==> config.mk <==
export PLATFORM = sky130hd
export DESIGN_NAME = cond_flag_unit
export DESIGN_NICKNAME = d
export VERILOG_FILES = /design/src/rtl/cond_flag_unit.sv
export SDC_FILE = /design/constraint.sdc
export NUM_CORES = 1
export LEC_CHECK = 0
export CAP_MARGIN = 30
export CORE_MARGIN = 1
export CORE_UTILIZATION = 48
export CTS_CLUSTER_SIZE = 10
export DETAILED_ROUTE_END_ITERATION = 10
export GPL_ROUTABILITY_DRIVEN = 0
export GPL_TIMING_DRIVEN = 0
export HOLD_SLACK_MARGIN = 0.15
export PLACE_DENSITY = 0.81
export SLEW_MARGIN = 0
export SYNTH_ARGS = -nofsm -noshare
export SYNTH_HDL_FRONTEND = slang
export SYNTH_SLANG_ARGS = --single-unit
==> constraint.sdc <==
create_clock -name CLK -period 2.95 [get_ports CLK]
set_input_delay 0.295 -clock CLK [delete_from_list [all_inputs] [get_ports CLK]]
set_output_delay 0.295 -clock CLK [all_outputs]
set_load 0.02 [all_outputs]
==> src/rtl/cond_flag_unit.sv <==
// rtl/cond_flag_unit.sv - execute-stage condition check, deferred flag update and flag save/restore stack
module cond_flag_unit #(
  parameter  int STACK_DEPTH = 4,
  localparam int PTR_W       = $clog2(STACK_DEPTH + 1)
) (
  input  logic       CLK,
  input  logic       RESETn,
  input  logic       Valid,
  input  logic       PCS,
  input  logic       RegW,
  input  logic       MemW,
  input  logic       NoWrite,
  input  logic       M_StartS,
  input  logic       MWriteE,
  input  logic [1:0] FlagW,
  input  logic [3:0] Cond,
  input  logic [3:0] ALUFlags,
  input  logic       MDone,
  input  logic [3:0] MFlags,
  input  logic       Flush,
  input  logic       FlagPush,
  input  logic       FlagPop,
  output logic       PCSrc,
  output logic       RegWrite,
  output logic       MemWrite,
  output logic       M_Start,
  output logic       MWrite,
  output logic       Stall,
  output logic [3:0] Flags,
  output logic       C,
  output logic       StackFull,
  output logic       StackEmpty,
  output logic       StackErr
);

  localparam logic [0:0] IDLE    = 1'b0;
  localparam logic [0:0] MC_PEND = 1'b1;

  localparam int IDX_W = (STACK_DEPTH > 1) ? $clog2(STACK_DEPTH) : 1;
  localparam logic [PTR_W-1:0] FULL_OCC = PTR_W'(STACK_DEPTH);
  localparam logic [PTR_W-1:0] ONE      = PTR_W'(1);

  logic [0:0]       state, nextState;
  logic [1:0]       pendMask, nextMask;
  logic [3:0]       nextFlags, effFlags, stackTop;
  logic [PTR_W-1:0] occ;
  logic [3:0]       stackMem [STACK_DEPTH];
  logic [IDX_W-1:0] pushIdx, popIdx;
  logic             mcDone, condEx, needFlags, go, startMc;
  logic             doPush, doPop, pushOk, popOk;
  logic             fN, fZ, fC, fV;

  assign mcDone = (state == MC_PEND) & MDone;

  // Effective flags: bypass the completing multi-cycle result into the fields it owns
  always_comb begin
    effFlags = Flags;
    if (mcDone) begin
      if (pendMask[1]) effFlags[3:2] = MFlags[3:2];
      if (pendMask[0]) effFlags[1:0] = MFlags[1:0];
    end
  end

  assign {fN, fZ, fC, fV} = effFlags;

  // Condition field evaluation against the effective flags
  always_comb begin
    condEx = 1'b1;
    case (Cond)
      4'b0000: condEx = fZ;
      4'b0001: condEx = ~fZ;
      4'b0010: condEx = fC;
      4'b0011: condEx = ~fC;
      4'b0100: condEx = fN;
      4'b0101: condEx = ~fN;
      4'b0110: condEx = fV;
      4'b0111: condEx = ~fV;
      4'b1000: condEx = fC & ~fZ;
      4'b1001: condEx = ~fC | fZ;
      4'b1010: condEx = (fN == fV);
      4'b1011: condEx = (fN != fV);
      4'b1100: condEx = ~fZ & (fN == fV);
      4'b1101: condEx = fZ | (fN != fV);
      default: condEx = 1'b1;
    endcase
  end

  // An instruction only waits on a pending update if it reads or writes flags or chains another MC op
  assign needFlags = (Cond != 4'b1110) | (|FlagW) | M_StartS;
  assign Stall     = Valid & (state == MC_PEND) & ~MDone & needFlags;
  assign go        = Valid & condEx & ~Stall;
  assign startMc   = go & M_StartS & (|FlagW);

  assign PCSrc    = PCS & go;
  assign RegWrite = RegW & go & ~NoWrite;
  assign MemWrite = MemW & go;
  assign M_Start  = M_StartS & go;
  assign MWrite   = MWriteE & go;

  assign doPush  = FlagPush & ~FlagPop;
  assign doPop   = FlagPop & ~FlagPush;
  assign pushOk  = doPush & (occ != FULL_OCC);
  assign popOk   = doPop & (occ != '0);
  assign pushIdx = IDX_W'(occ);
  assign popIdx  = IDX_W'(occ - ONE);
  assign stackTop = stackMem[popIdx];

  // Next flags/state: resolve pending update, then current instruction, then a restoring pop on top
  always_comb begin
    nextState = state;
    nextMask  = pendMask;
    nextFlags = Flags;
    if (state == IDLE || Flush || MDone) begin
      nextState = IDLE;
      nextMask  = '0;
      if (mcDone && !Flush) nextFlags = effFlags;
      if (startMc) begin
        nextState = MC_PEND;
        nextMask  = FlagW;
      end else if (go && !M_StartS) begin
        if (FlagW[1]) nextFlags[3:2] = ALUFlags[3:2];
        if (FlagW[0]) nextFlags[1:0] = ALUFlags[1:0];
      end
    end
    if (popOk) begin
      nextFlags = stackTop;
      nextState = IDLE;
      nextMask  = '0;
    end
  end

  // Architectural flags, pending-update state and stack occupancy
  always_ff @(posedge CLK or negedge RESETn) begin
    if (!RESETn) begin
      state    <= IDLE;
      pendMask <= '0;
      Flags    <= '0;
      occ      <= '0;
      StackErr <= 1'b0;
    end else begin
      state    <= nextState;
      pendMask <= nextMask;
      Flags    <= nextFlags;
      if (pushOk)     occ <= occ + ONE;
      else if (popOk) occ <= occ - ONE;
      if ((doPush && !pushOk) || (doPop && !popOk)) StackErr <= 1'b1;
    end
  end

  // Stack storage; contents are only meaningful below the occupancy pointer
  always_ff @(posedge CLK) begin
    if (pushOk) stackMem[pushIdx] <= effFlags;
  end

  assign C          = Flags[1];
  assign StackFull  = (occ == FULL_OCC);
  assign StackEmpty = (occ == '0);

endmodule

# Word level (Yosys, flattened, before mapping)

Memory sizes are Yosys's and may differ from the RTL's.
Cells that the tools add are included.

Output and inout bits: 14
Memories: 1
Word-level logic and storage cells: 97
Register bits: 11
RAM bits: 16
Bits of input ports: 27

Eq/ne operators: 18
Bitwise gates (word level): 33
Multiplexer cells: 21
Add/subtract/negate cells: 2
Reduce and logical (&&, ||, !) cells: 17

Memory list:

| name     | depth | bits a word | read ports | clocked after Yosys merged registers in | write ports | line | text |
|---|---|---|---|---|---|---|---|
| stackMem | 4     | 4           | 1          | 0                                       | 1           | 47   | `logic [3:0] stackMem [STACK_DEPTH];` |

Operators by type and width:

| cell                                             | count |
|---|---|
| == test 4 bit, second input constant             | 6 |
| 2-to-1 mux 4 bit                                 | 6 |
| bitwise AND 1 bit                                | 19 |
| == test 4 x 3 -> 1 bit, second input constant    | 4 |
| 2-to-1 mux 2 bit                                 | 7 |
| case mux 1 bit (14 select lines)                 | 1 |
| inverter 1 bit                                   | 10 |
| == test 4 x 2 -> 1 bit, second input constant    | 2 |
| 2-to-1 mux 3 bit                                 | 2 |
| 2-to-1 mux 1 bit                                 | 5 |
| == test 4 x 1 -> 1 bit, second input constant    | 1 |
| logical AND 1 bit                                | 4 |
| zero test 1 bit                                  | 4 |
| zero test 4 bit                                  | 1 |
| inequality test 4 bit, second input constant     | 1 |
| OR 1 bit                                         | 4 |
| nonzero test 2 bit                               | 2 |
| adder 3 x 1 -> 3 bit, second input constant      | 1 |
| == test 3 bit, second input constant             | 1 |
| zero test 3 bit                                  | 1 |
| logical OR 1 bit                                 | 3 |
| inequality test 3 bit, second input constant     | 1 |
| nonzero test 3 bit                               | 1 |
| subtractor 3 x 1 -> 3 bit, second input constant | 1 |
| 3 further kinds                                  | 3 |

# Depth between registers and ports, before layout

Depth in word-level cells: 12
Mapped depth: 10

# Worst setup path after synthesis

Ideal clock, no wire load.

Path kind: reg2out
Start point: reg state
End point: out RegWrite
Data arrival time: 2,203 ps
Stages on the path, launching flop included: 11
Slack: 452 ps
Cell sequence: dfrtp_1 -> nand3_1 -> mux2i_1 -> inv_1 -> a21o_1 -> a21oi_1 -> o32ai_1 -> or3_1 -> buf_4 -> and3_1 -> and3b_1

Cells in the longest elaborated chain, start to end: 9
Elaborated cells between the ends (all ways): 21

RTL lines:

| what                                        | line       | text |
|---|---|---|
| start: declaration                          | 43         | `logic [0:0] state, nextState;` |
| start signal: assignment                    | 141        | `state <= nextState;` |
| bitwise AND 1 bit (*)                       | 53         | `assign mcDone = (state == MC_PEND) & MDone;` |
| 2-to-1 mux 4 bit (*)                        | 58         | `if (mcDone) begin` |
| net effFlags[2]                             | 45         | `logic [3:0] nextFlags, effFlags, stackTop;` |
| inverter 1 bit                              | 71, 78, 82 |  |
| bitwise AND 1 bit, on equally long branches | 82, 78     |  |
| case mux 1 bit (14 select lines) (*)        | 69         | `case (Cond)` |
| bitwise AND 1 bit (*) (2 in a row)          | 91         | `assign go = Valid & condEx & ~Stall;` |
| bitwise AND 1 bit (*) (2 in a row)          | 95         | `assign RegWrite = RegW & go & ~NoWrite;` |
| end: declaration                            | 24         | `output logic RegWrite,` |

The timed path passes the listed nets; every way through them passes the cells marked *.

# Worst setup path after layout

Start point: reg state
End point: out MemWrite

Cells in the longest elaborated chain, start to end: 8
Elaborated cells between the ends (all ways): 20

RTL lines:

| what                                          | line   | text |
|---|---|---|
| bitwise AND 1 bit                             | 53     |  |
| 2-to-1 mux 4 bit                              | 58     |  |
| inequality test 1 bit (tied with other cells) | 81, 83 |  |
| OR 1 bit (tied with other cells)              | 83     | `4'b1101: condEx = fZ \| (fN != fV);` |
| case mux 1 bit (14 select lines)              | 69     |  |
| bitwise AND 1 bit                             | 91     |  |
| bitwise AND 1 bit (*)                         | 91     |  |
| bitwise AND 1 bit (*)                         | 96     | `assign MemWrite = MemW & go;` |
| end: declaration                              | 25     | `output logic MemWrite,` |

Every way passes the cells marked *; elsewhere a longest branch is shown, timed or not.

==> run_results.csv <==
group,metric,value,unit
cts,clk_pin_slew,0.14,ns
timing,period_share,98.94,%
routing,vias,1307,
synth,synth_nets,174,
cts,clock_latency,0.32,ns
grt,grt_pass1_wl,5444,µm
pwr,swShare,37.88,%
critical_path,worst-setup-path-type,"reg -> out",
cts,numCtsBuffers,3,
timing,slew_viol_final,0,
final_layout,fin_area,2196,µm²
final_layout,regArea,757.0,µm²
synth,synth_ff_type,"edfxtp_1",
pwr,p_per_area,786.8,nW/µm²
routing,ant_nets,0,
final_layout,final_cells,238,
routing,drcViolationCount,0,
synth,ys_ff_latch,27,
critical_path,start_kind,"register",
synth,yosysMostFrequentCell,"edfxtp_1",
grt,grt_pass1_vias,1258,
placement,placed_cell_area,2047,µm²
final_layout,drive_gt1_share,19.07,%
synth,seq_area_frac_synth,47.19,%
synth,synth-edff-count,16,
pwr,internal_power,1.073,mW
cts,cts_max_level,1,
pwr,p_seq_share,34.6,%
floorplan,dieWidth,59.76,µm
timing,setup-tns-final,0,ns
floorplan,core,3103,µm²
synth,yosysTopAreaCell,"edfxtp_1",
critical_path,r2r_slack,0.46,ns
grt,grt_max_degree,16,
floorplan,start_util,51.61,%
critical_path,path_cells,"nand3_4 -> mux2i_4 -> xnor3_1 -> nor2_1 -> o32ai_2 -> or3_4 -> and3_4 -> and2_1 -> buf_6",
timing,finalCriticalPeriod,2.919,ns
cts,cts_root_buf,"clkbuf_4",
routing,viasPerCell,5.492,
synth,synth_top_cell_area_share,30.00,%
timing,clock_skew,0.006077,ns
timing,worst_pin_slew,0.5082,ns
synth,synth.cell_area,1602,µm²
critical_path,cp_slowest_cell,"dfrtp_2",
timing,rsz0062_at_grt,"yes",
min_path,hold_class,"in -> async",
final_layout,antenna_cells,0,
synth,synth_cells,142,
critical_path,crit_fanout,4,
cts,clock_sinks,27,
placement,hpwl,2942,µm
floorplan,die_h,59.76,µm
run_status,status,"complete, no violations",
grt,overflow,0,
synth,yosys_warnings,0,
floorplan,std_cell_rows,20,
synth,synth_cell_type_count,37,
critical_path,max_stage_delay,0.47,ns
floorplan,die_area,3571,µm²
cts,clock_tree.buffer_depth,2,
routing,firstDrtPassIters,8,
routing,drt_iter0_drc,78,
synth,netlist_top_cells_count,"edfxtp_1, nor2_1, dfrtp_1",
pwr,combPwrFrac,56.6,%
routing,wire_per_inst,16.03,µm
flow_run,maxCapViolations,0,
cts,cts_tree,"yes",
final_layout,multi_input_area,839.6,µm²
pwr,pwr-share-clk,8.8,%
pwr,power_leakage,0.8875,nW
pwr,vdd_drop_max,0.4883,mV
routing,routed_wl,3816,µm
critical_path,end_kind,"primary output",
synth,async_flop_share,40.74,%
grt,antenna_found_initial,0,
placement,dp.cells,225,
timing,timing.slew.headroom,66.02,%
timing,fmax,342.6,MHz
timing,setup_viol,0,
pwr,switching_power,0.6544,mW
synth,yosys-top-cells-area,"edfxtp_1, dfrtp_1, mux4_2",
final_layout,area_delta_synth_final,37.11,%
timing,holdWs,0.2954,ns
timing,hold_viol_final,0,
final_layout,n_fill_cell,240,
placement,numPortBuffers,39,
critical_path,critical_path_required,2.65,ns
critical_path,arrival,2.62,ns
final_layout,fin_nets,227,
synth,avgSynthCellArea,11.28,µm²
floorplan,io_pins,41,
grt,grt_use_total,21.15,%
-- worst paths after layout --
path                                from       end  cells after the start
worst max-delay path               state  MemWrite                      9
worst min-delay path              RESETn  StackErr                      1
worst max register to register     state  Flags[2]                     10
worst min register to register  StackErr  StackErr                      1
max in group asynchronous         RESETn     state                      1
min in group CLK                StackErr  StackErr                      1
-- cell usage in the layout, fill, tap and decap left out, types with 5 or more instances in the layout --
cell	n
inv_1	8
clkdlybuf4s50_1	33
dfrtp_1	10
xnor2_1	5
nor2_1	15
and2_1	7
a21oi_1	10
ha_1	5
edfxtp_1	16
a21o_1	7
nand2b_1	6
buf_4	11
-- registers in the layout, indices dropped and copies added (netlist names) --
| name | count |
|---|---|
| pendMask | 2 |
| state | 1 |
| StackErr | 1 |
| occ | 3 |
| Flags | 4 |
| stackMem | 16 |
-- worst max-delay path, delay by kind of cell, from the launching register on --
family,cells,cell delay [ns]
compound gates,1,0.09
simple gates,5,0.97
mux,1,0.30
buf+inv,1,0.13
xor+xnor,1,0.34
flops,1,0.47
-- power groups by stage --
stage / clock network (mW) / registers, mW / logic [mW]
after floorplan: 0 / 0.620 / 0.561
after global placement: 0 / 0.593 / 0.838
after global routing: 0.166 / 0.605 / 1.06
after detailed placement: 0 / 0.598 / 0.878
final: 0.152 / 0.597 / 0.979
after CTS: 0.153 / 0.597 / 0.940
-- cell type report --
type / instances / share of cell area [%]
Multi-Input combinational cell: 101 / 38.23
Sequential cell: 27 / 34.47
Timing Repair Buffer: 49 / 21.14
Tap cell: 44 / 2.507
Inverter: 9 / 1.538
Clock buffer: 3 / 1.026
Buffer: 4 / 0.8547
Clock inverter: 1 / 0.2279
-- what timing repair did --
item,4_1_cts,5_1_grt
endpoints found under the setup margin,5,5
resized for setup,37,4
pin swaps,2,6
gates cloned,0,0
hold buffers,0,0
setup buffers,5,5
-- kinds of logic after synthesis --
| family | synth area share [%] |
|---|---|
| DFF | 47.19 |
| and+or+nand+nor | 16.17 |
| muxes | 11.64 |
| AOI/OAI and AO/OA | 13.20 |
| adders and majority gates | 3.906 |
| xor gates and xnor gates | 4.140 |
| buffers and inverters | 3.750 |
-- layer usage --
| layer | wire, µm | GRT usage [%] | vias up |
|---|---|---|---|
| met3 | 193 | 3.030 | 4 |
| met5 | 0 | 0 | - |
| li1 | - | - | 634 |
| met4 | 32 | 6.312 | 0 |
| met2 | 2060 | 41.27 | 48 |
| met1 | 1530 | 23.31 | 621 |
-- metrics by stage --
stage               power (mW)  util [%]  worst slack, ns
global route             1.828     70.77         -0.07183
global placement         1.432     65.97          -0.6744
detailed placement       1.476     65.97          -0.7122
CTS                      1.690     69.31         -0.04350
floorplan                1.181         -           0.4519
finish                   1.728     70.77          0.03125
Power figures use the tool's default switching activity.
